<file path="src/rtl/step_dir_pkg.sv">
// Shared defaults and error-flag indices for the step/dir receive path.
// The err_idx_e values double as bit positions in a register-map error word.
package step_dir_pkg;

    localparam int DEF_POS_WIDTH    = 32;
    localparam int DEF_PERIOD_WIDTH = 24;
    localparam int DEF_MIN_HIGH     = 4;
    localparam int DEF_DIR_SETUP    = 2;

    localparam int NUM_ERR = 3;

    typedef enum logic [1:0] {
        ERR_SHORT     = 2'd0,
        ERR_DIR_SETUP = 2'd1,
        ERR_DISABLED  = 2'd2
    } err_idx_e;

    // Width of a counter that must hold values 0..max_val (never narrower than 1 bit)
    function automatic int cnt_width(input int max_val);
        return (max_val < 1) ? 1 : $clog2(max_val + 1);
    endfunction

endpackage

</file>
<file path="src/rtl/sync_2ff.sv">
// Single-bit two-flop synchroniser for bringing an asynchronous level into the clk domain.
module sync_2ff (
    input  logic clk,
    input  logic rst,
    input  logic d,
    output logic q
);

    logic meta;

    always_ff @(posedge clk or posedge rst) begin
        if (rst) begin
            meta <= 1'b0;
            q    <= 1'b0;
        end else begin
            meta <= d;
            q    <= meta;
        end
    end

endmodule

</file>
<file path="src/rtl/step_dir_decoder.sv">
// Receive side of the step/dir/enable stepper interface: tracks commanded position
// and step period, and flags pulses that violate driver timing requirements.
module step_dir_decoder
    import step_dir_pkg::*;
#(
    parameter int POS_WIDTH    = DEF_POS_WIDTH,
    parameter int PERIOD_WIDTH = DEF_PERIOD_WIDTH,
    parameter int MIN_HIGH     = DEF_MIN_HIGH,
    parameter int DIR_SETUP    = DEF_DIR_SETUP
) (
    input  logic                    osc_clk,
    input  logic                    rst,
    input  logic                    step_in,
    input  logic                    dir_in,
    input  logic                    enable_in,
    input  logic                    pos_load,
    input  logic [POS_WIDTH-1:0]    pos_load_value,
    input  logic                    err_clear,
    output logic [POS_WIDTH-1:0]    position,
    output logic                    step_strobe,
    output logic [PERIOD_WIDTH-1:0] step_period,
    output logic                    period_valid,
    output logic                    err_short,
    output logic                    err_dir_setup,
    output logic                    err_disabled
);

    localparam int HI_W = cnt_width(MIN_HIGH);
    localparam int DS_W = cnt_width(DIR_SETUP);
    localparam logic [PERIOD_WIDTH-1:0] PER_MAX = '1;

    logic step_sync, dir_sync, en_sync;

    sync_2ff u_step_sync (.clk(osc_clk), .rst(rst), .d(step_in),   .q(step_sync));
    sync_2ff u_dir_sync  (.clk(osc_clk), .rst(rst), .d(dir_in),    .q(dir_sync));
    sync_2ff u_en_sync   (.clk(osc_clk), .rst(rst), .d(enable_in), .q(en_sync));

    logic                    step_dly;
    logic                    dir_dly;
    logic [1:0]              fill_cnt;
    logic                    hi_active;
    logic [HI_W-1:0]         hi_cnt;
    logic [DS_W-1:0]         dir_cnt;
    logic [PERIOD_WIDTH-1:0] per_cnt;
    logic                    per_seen;
    logic [NUM_ERR-1:0]      err_flags;

    logic               rise;
    logic               fall;
    logic               counted;
    logic               dir_change;
    logic [NUM_ERR-1:0] err_evt;

    // Edges only count once step_dly holds a real post-reset sample, so a step
    // already high when reset releases is ignored until it drops and rises again.
    always_comb begin
        rise       = (fill_cnt == 2'd3) && step_sync && !step_dly;
        fall       = hi_active && !step_sync;
        counted    = rise && en_sync;
        dir_change = (dir_sync != dir_dly);
        err_evt    = '0;
        err_evt[ERR_SHORT]     = fall && (hi_cnt < HI_W'(MIN_HIGH));
        err_evt[ERR_DIR_SETUP] = rise && (DIR_SETUP > 0) &&
                                 (dir_change || (dir_cnt < DS_W'(DIR_SETUP)));
        err_evt[ERR_DISABLED]  = rise && !en_sync;
    end

    always_ff @(posedge osc_clk or posedge rst) begin
        if (rst) begin
            step_dly     <= 1'b0;
            dir_dly      <= 1'b0;
            fill_cnt     <= 2'd0;
            hi_active    <= 1'b0;
            hi_cnt       <= '0;
            dir_cnt      <= '0;
            per_cnt      <= '0;
            per_seen     <= 1'b0;
            err_flags    <= '0;
            position     <= '0;
            step_strobe  <= 1'b0;
            step_period  <= '0;
            period_valid <= 1'b0;
        end else begin
            step_dly <= step_sync;
            dir_dly  <= dir_sync;
            if (fill_cnt != 2'd3)
                fill_cnt <= fill_cnt + 2'd1;

            // dir_cnt counts cycles dir has been stable, saturating at DIR_SETUP
            if (dir_change)
                dir_cnt <= DS_W'(1);
            else if (dir_cnt < DS_W'(DIR_SETUP))
                dir_cnt <= dir_cnt + DS_W'(1);

            if (rise) begin
                hi_active <= 1'b1;
                hi_cnt    <= HI_W'(1);
            end else if (fall) begin
                hi_active <= 1'b0;
            end else if (hi_active && (hi_cnt < HI_W'(MIN_HIGH))) begin
                hi_cnt <= hi_cnt + HI_W'(1);
            end

            // A saturated period counter means the measurement is stale
            if (per_cnt == PER_MAX)
                period_valid <= 1'b0;
            if (counted) begin
                per_cnt  <= PERIOD_WIDTH'(1);
                per_seen <= 1'b1;
                if (per_seen && (per_cnt != PER_MAX)) begin
                    step_period  <= per_cnt;
                    period_valid <= 1'b1;
                end
            end else if (per_cnt != PER_MAX) begin
                per_cnt <= per_cnt + PERIOD_WIDTH'(1);
            end

            step_strobe <= counted;
            if (pos_load)
                position <= pos_load_value;
            else if (counted)
                position <= dir_sync ? position + POS_WIDTH'(1) : position - POS_WIDTH'(1);

            err_flags <= (err_flags & ~{NUM_ERR{err_clear}}) | err_evt;
        end
    end

    assign err_short     = err_flags[ERR_SHORT];
    assign err_dir_setup = err_flags[ERR_DIR_SETUP];
    assign err_disabled  = err_flags[ERR_DISABLED];

endmodule

</file>
<file path="config.mk">
export PLATFORM = sky130hd
export DESIGN_NAME = step_dir_decoder
export DESIGN_NICKNAME = d
export VERILOG_FILES = /design/src/rtl/step_dir_pkg.sv /design/src/rtl/sync_2ff.sv /design/src/rtl/step_dir_decoder.sv
export SDC_FILE = /design/constraint.sdc
export NUM_CORES = 1
export LEC_CHECK = 0
export BUFFER_PORTS_ARGS = -buffer_cell sky130_fd_sc_hd__buf_2
export CAP_MARGIN = 25
export CORE_MARGIN = 10
export CORE_UTILIZATION = 50
export CTS_CLUSTER_SIZE = 30
export DETAILED_ROUTE_END_ITERATION = 8
export GPL_ROUTABILITY_DRIVEN = 0
export PLACE_DENSITY = 0.68
export SETUP_SLACK_MARGIN = 0.15
export SYNTH_ARGS = -nofsm -noshare
export SYNTH_HDL_FRONTEND = slang
export SYNTH_HIERARCHICAL = 1
export SYNTH_SLANG_ARGS = --single-unit
</file>
<file path="constraint.sdc">
create_clock -name osc_clk -period 4.8 [get_ports osc_clk]
set_input_delay 0.48 -clock osc_clk [delete_from_list [all_inputs] [get_ports osc_clk]]
set_output_delay 0.48 -clock osc_clk [all_outputs]
set_load 0.005 [all_outputs]
</file>
# Yosys cells after proc, flatten, opt, wreduce, memory -nomap -nowiden
# Cells that the tools add are included.
dict set report totals {
  regBits 102
  latch_bits 0
  ramBits 0
  rom_bits 0
  input_bits 39
  elab_cells 71
  mem_count 0
}
dict set report op_classes {
  n_addsub 6
  n_mul 0
  div_mod_pow 0
  order_cmp 2
  n_eq_ne 6
  shifts 0
  n_mux 15
  bitwise_logic 3
  reduce_logical 20
}
# operator n
set ops {}
lappend ops {{32-bit two-way mux} 3}
lappend ops {{24-bit two-way mux} 2}
lappend ops {{32-bit by 1-bit adder with 32-bit output (second input constant)} 1}
lappend ops {{32-bit by 1-bit subtractor with 32-bit output (second input constant)} 1}
lappend ops {{24-bit by 1-bit adder with 24-bit output (second input constant)} 1}
lappend ops {{24-bit == test (second input constant)} 1}
lappend ops {{24-bit != test (second input constant)} 1}
lappend ops {{2-bit nonzero test} 5}
lappend ops {{1-bit logical AND} 9}
lappend ops {{3-bit two-way mux} 3}
lappend ops {{1-bit two-way mux} 5}
lappend ops {{2-bit by 1-bit adder with 2-bit output (second input constant)} 2}
lappend ops {{2-bit two-way mux} 2}
lappend ops {{2-bit != test (second input constant)} 2}
lappend ops {{2-bit AND reduction} 2}
lappend ops {{3-bit by 1-bit adder with 3-bit output (second input constant)} 1}
lappend ops {{3-bit bitwise AND} 1}
lappend ops {{1-bit zero test} 3}
lappend ops {{3-bit less-than comparator (second input constant)} 1}
lappend ops {{3-bit NOT} 1}
lappend ops {{3-bit bitwise OR} 1}
lappend ops {{2-bit == test (second input constant)} 1}
lappend ops {{2-bit less-than comparator (second input constant)} 1}
lappend ops {{1-bit logical OR} 1}
lappend ops {{1-bit != test} 1}

# Depth between registers and ports, before layout
dict set report logic_depth {
  word_depth 6
  mapped_depth 12
  depth_no_buf 11
}

# Modules after synthesis
# Netlist, hierarchy kept.
# module n_inst cells_each area_each_um2 seq_area_each_um2
set modules_own_cells {}
lappend modules_own_cells {step_dir_decoder 1 585 5739.3 2402.3}
lappend modules_own_cells {sync_2ff 3 3 53.8 50.0}

# Least setup slack after synthesis
# Ideal clock, no wire load.
dict set report synth_timing {
  path_kind {register to register}
  startpoint {reg u_dir_sync.q}
  endpoint {reg position[29]}
  arrival_ns 3.091
  required_time_ns 4.660
  setup_slack_ns 1.569
  path_stages_with_launch 12
  n_path_buf 0
  synth_period_minus_slack_ns 3.231
  cell_sequence {dfrtp_1 -> inv_1 -> ha_1 -> a21o_1 -> a221oi_2 -> a2bb2oi_1 -> a41oi_2 -> a221oi_2 -> o21bai_2 -> a31oi_1 -> xor2_1 -> o221ai_1}
}
dict set report synth_via {
  elab_chain_len 3
}
# item line_no
set synth_lines {}
lappend synth_lines {{start: declaration} sync_2ff.sv:6} ;# output logic q
lappend synth_lines {{start signal: assignment} sync_2ff.sv:17} ;# q <= meta;
lappend synth_lines {{32-bit two-way mux} step_dir_decoder.sv:122} ;# position <= dir_sync ? position + POS_WIDTH'(1) : position - POS_WIDTH'(1);
lappend synth_lines {{32-bit two-way mux} step_dir_decoder.sv:121} ;# else if (counted)
lappend synth_lines {{32-bit two-way mux} step_dir_decoder.sv:119} ;# if (pos_load)
lappend synth_lines {{end signal: assignment} step_dir_decoder.sv:120} ;# position <= pos_load_value;
lappend synth_lines {{end signal: assignment} step_dir_decoder.sv:122}
lappend synth_lines {{end: declaration} step_dir_decoder.sv:19} ;# output logic [POS_WIDTH-1:0] position,
# No other way between the ends. The select of a mux whose other input is x is not followed.
# A chain may end at the register's enable or synchronous reset.

# Worst setup path after layout
# Ends and elaborated chain as after synthesis.

==> impl_results.md <==
* Status: completed
* Worst-path clk slew at 70 ps
* Setup-failing EPs final at 0
* Router iterations before antenna repair at 4
* Ys flop type: dfrtp_1
* Clock skew at 6.80 ps
* Critical path origin: u_dir_sync/q$_DFF_PP0_
* R2R setup slack at 1280 ps
* Power per cell area at 345 mW/mm^2
* YS warnings at 6
* H-tree depth at 3
* Post_cts resized at 0
* GRT Util Overall at 16.4%
* Max-cap violation count at 0
* Worst reg2reg endpoint: position[29]$_DFFE_PP0P_
* Fin util at 59.0%
* Cts hold-fix bufs at 0
* Hold Fails Final Rpt at 0
* #FFs+latches synth at 102
* WL met2 at 6.57 mm
* Starting DRC count in detailed routing at 196
* DR vias/cell at 5.53
* R2R Path Start: u_dir_sync/q$_DFF_PP0_
* Leak at 3.31 nW
* Clock buffer count from CTS at 9
* Slew margin rel. at 49.0%
* Setup crit end kind: flip-flop
* Most frequent cells in the layout: dfrtp_1 (102), buf_2 (99), nand2_1 (71)
* Num rows at 39
* Worst-path maximum fanout at 20
* Buffers on Ports at 99
* Final nets at 758
* Layout cells sized above 1 at 23.5%
* Die outline width at 129 um
* Hold slack at 21.3 ps
* Post-synthesis sequential area ratio at 43.3%
* TritonCTS clock tree: yes
* Boundary pin count at 100
* Setup Buffers After CTS at 0
* Number of flops mapped to enable cells by yosys at 0
* Startpoint types: flip-flop
* Data required time of the worst path at 5010 ps
* Wire length on met1 at 5.72 mm
* Vias in the first global route at 4739
* HP Class: input pin to async pin
* Minimum clock period at 3520 ps
* Clock Tree Buf Depth at 2
* Cell area after layout at 0.00676 mm^2
* RSZ-0062 raised after global routing: false
* Critical setup path kind: flip-flop to flip-flop
* Asr flop ratio synth at 100%
* Area grow syn2layout at 14.6%
* Worst EP arrival at 3720 ps
* Slew Limit Fails at 0
* Max Clock Freq at 284 MHz
* CTS sink cnt at 102
* Non-filler instance count after layout at 833
* Final ANT Viol Nets at 0
* Period utilization at 73.3%
* R2R cell count at 11
* Cell Area, Synth at 0.00590 mm^2
* Initial antenna violation count at 0
* Core ar. at 0.0115 mm^2
* Setup TNS at 0 ps
* # DRC at 0
* Most common cell after layout, fill and taps aside: dfrtp_1
* Final worst-path setup slack at 1280 ps
* ANT cells at 0
* Worst vdd ir at 231 uV
* Post-synthesis net count at 667
* Syn Inst Count at 594
* Largest net degree at the start of global routing at 68
* Die Ht at 129 um
* Die area at 0.0165 mm^2
* HPWL Detailed at 9.84 mm
* Placed Area at 0.00648 mm^2
* Grt total ovfl at 0
* Starting Density at 51.5%
* Final wirelength at 13.3 mm
* Power, Total at 2.33 mW
* Worst-margin pin slew at 766 ps
* Routed length per instance at 16.0 um
* Syn Area/Cell at 9.93 um^2
* Clk Latency, worst-skew pair at 350 ps
* CTS root buf: clkbuf_16
* First-pass GRT wire length at 22.5 mm
* Highest Signal Layer: met4
* DR vias at 4605
* Met3 wire length at 781 um
* Dpl cells at 817
* Pre-CTS setup slack at 1300 ps
* Post-synth cell types at 59
where the power goes:
part | switching, mW | internal (mW) | total [mW]
combinational | 0.322 | 0.276 | 0.599
clock | 0.336 | 0.370 | 0.705
sequential | 0.0803 | 0.947 | 1.03
sequential cells by signal (all words and copies together) (netlist names):
signal and cells:
u_en_sync/meta 1, step_dly 1, per_seen 1, hi_cnt 3, u_step_sync/q 1, dir_cnt 2, dir_dly 1, fill_cnt 2
step_strobe 1, step_period 24, err_flags 3, u_dir_sync/q 1, position 32, u_step_sync/meta 1, u_en_sync/q 1, hi_active 1
per_cnt 24, u_dir_sync/meta 1, period_valid 1
critical path: stages (launching register included):
cell	delay (ps)
dfrtp_1	460
inv_1	520
ha_1	430
a21o_1	220
a221oi_2	300
a2bb2oi_1	280
a41oi_2	210
a221oi_2	360
o21bai_2	110
a31oi_1	200
xor2_1	160
o221ai_1	120
cell usage after synthesis (2+ instances only):
cell | number | area [um^2]
nand3b_1 | 2 | 15.0
xnor2_1 | 21 | 184
and3_1 | 7 | 43.8
dfrtp_1 | 102 | 2550
nor3b_1 | 8 | 60.1
nor2b_1 | 3 | 18.8
mux2_2 | 8 | 90.1
and3_2 | 2 | 15.0
o21ai_0 | 44 | 220
buf_6 | 2 | 22.5
nand4_1 | 9 | 56.3
o2111ai_1 | 3 | 26.3
a31oi_1 | 7 | 43.8
nor4_1 | 2 | 12.5
buf_1 | 3 | 11.3
o21ai_1 | 2 | 10.0
o21a_1 | 4 | 30.0
mux2_4 | 20 | 300
nand2b_1 | 5 | 31.3
ha_1 | 33 | 413
and2_2 | 2 | 15.0
a21o_1 | 15 | 113
and4_1 | 5 | 43.8
o221ai_1 | 3 | 26.3
o31ai_1 | 2 | 15.0
nor3_1 | 2 | 10.0
a211oi_1 | 4 | 30.0
clkbuf_1 | 16 | 60.1
a221oi_2 | 2 | 30.0
nand2_1 | 71 | 267
nand3_1 | 10 | 50.1
inv_1 | 17 | 63.8
and2_1 | 2 | 12.5
a21oi_1 | 45 | 225
nor2_1 | 43 | 161
buf_12 | 2 | 40.0
o211ai_1 | 3 | 22.5
o22ai_1 | 4 | 25.0
xor2_1 | 29 | 254
or3_1 | 5 | 31.3
mux2i_1 | 7 | 70.1
per-layer routing:
metal	track usage, %	vias up
met5	0	-
met4	6.94	0
met3	4.15	18
met2	27.5	95
met1	19.6	2197
li1	-	2295
final cells by class:
cell class / count / area (um^2)
Inverter: 17 / 66.3
Fill cell: 1003 / 4710
Sequential cell: 102 / 2550
Clock buffer: 10 / 239
Multi-Input combinational cell: 451 / 3150
Tap cell: 143 / 179
Timing Repair Buffer: 104 / 533
Clock inverter: 6 / 45.0
worst max path at each step:
stage / slack (ps) / depth (start not counted) / to
final: 1280 / 11 / position[29]$_DFFE_PP0P_
after global routing: 950 / 12 / position[29]$_DFFE_PP0P_
after CTS: 1290 / 12 / position[29]$_DFFE_PP0P_
after detailed placement: 1300 / 12 / position[29]$_DFFE_PP0P_
after global placement: 1390 / 12 / position[29]$_DFFE_PP0P_
after floorplan: 1570 / 11 / position[29]$_DFFE_PP0P_
logic make-up after synthesis:
family | share of synthesized area (%)
simple gates | 15.1
buf+inv | 3.44
xor+xnor | 7.42
fa+ha+maj | 7.34
flops | 43.3
mux | 7.80
compound gates | 15.6
No activity file was read; power rests on OpenSTA's default activity.
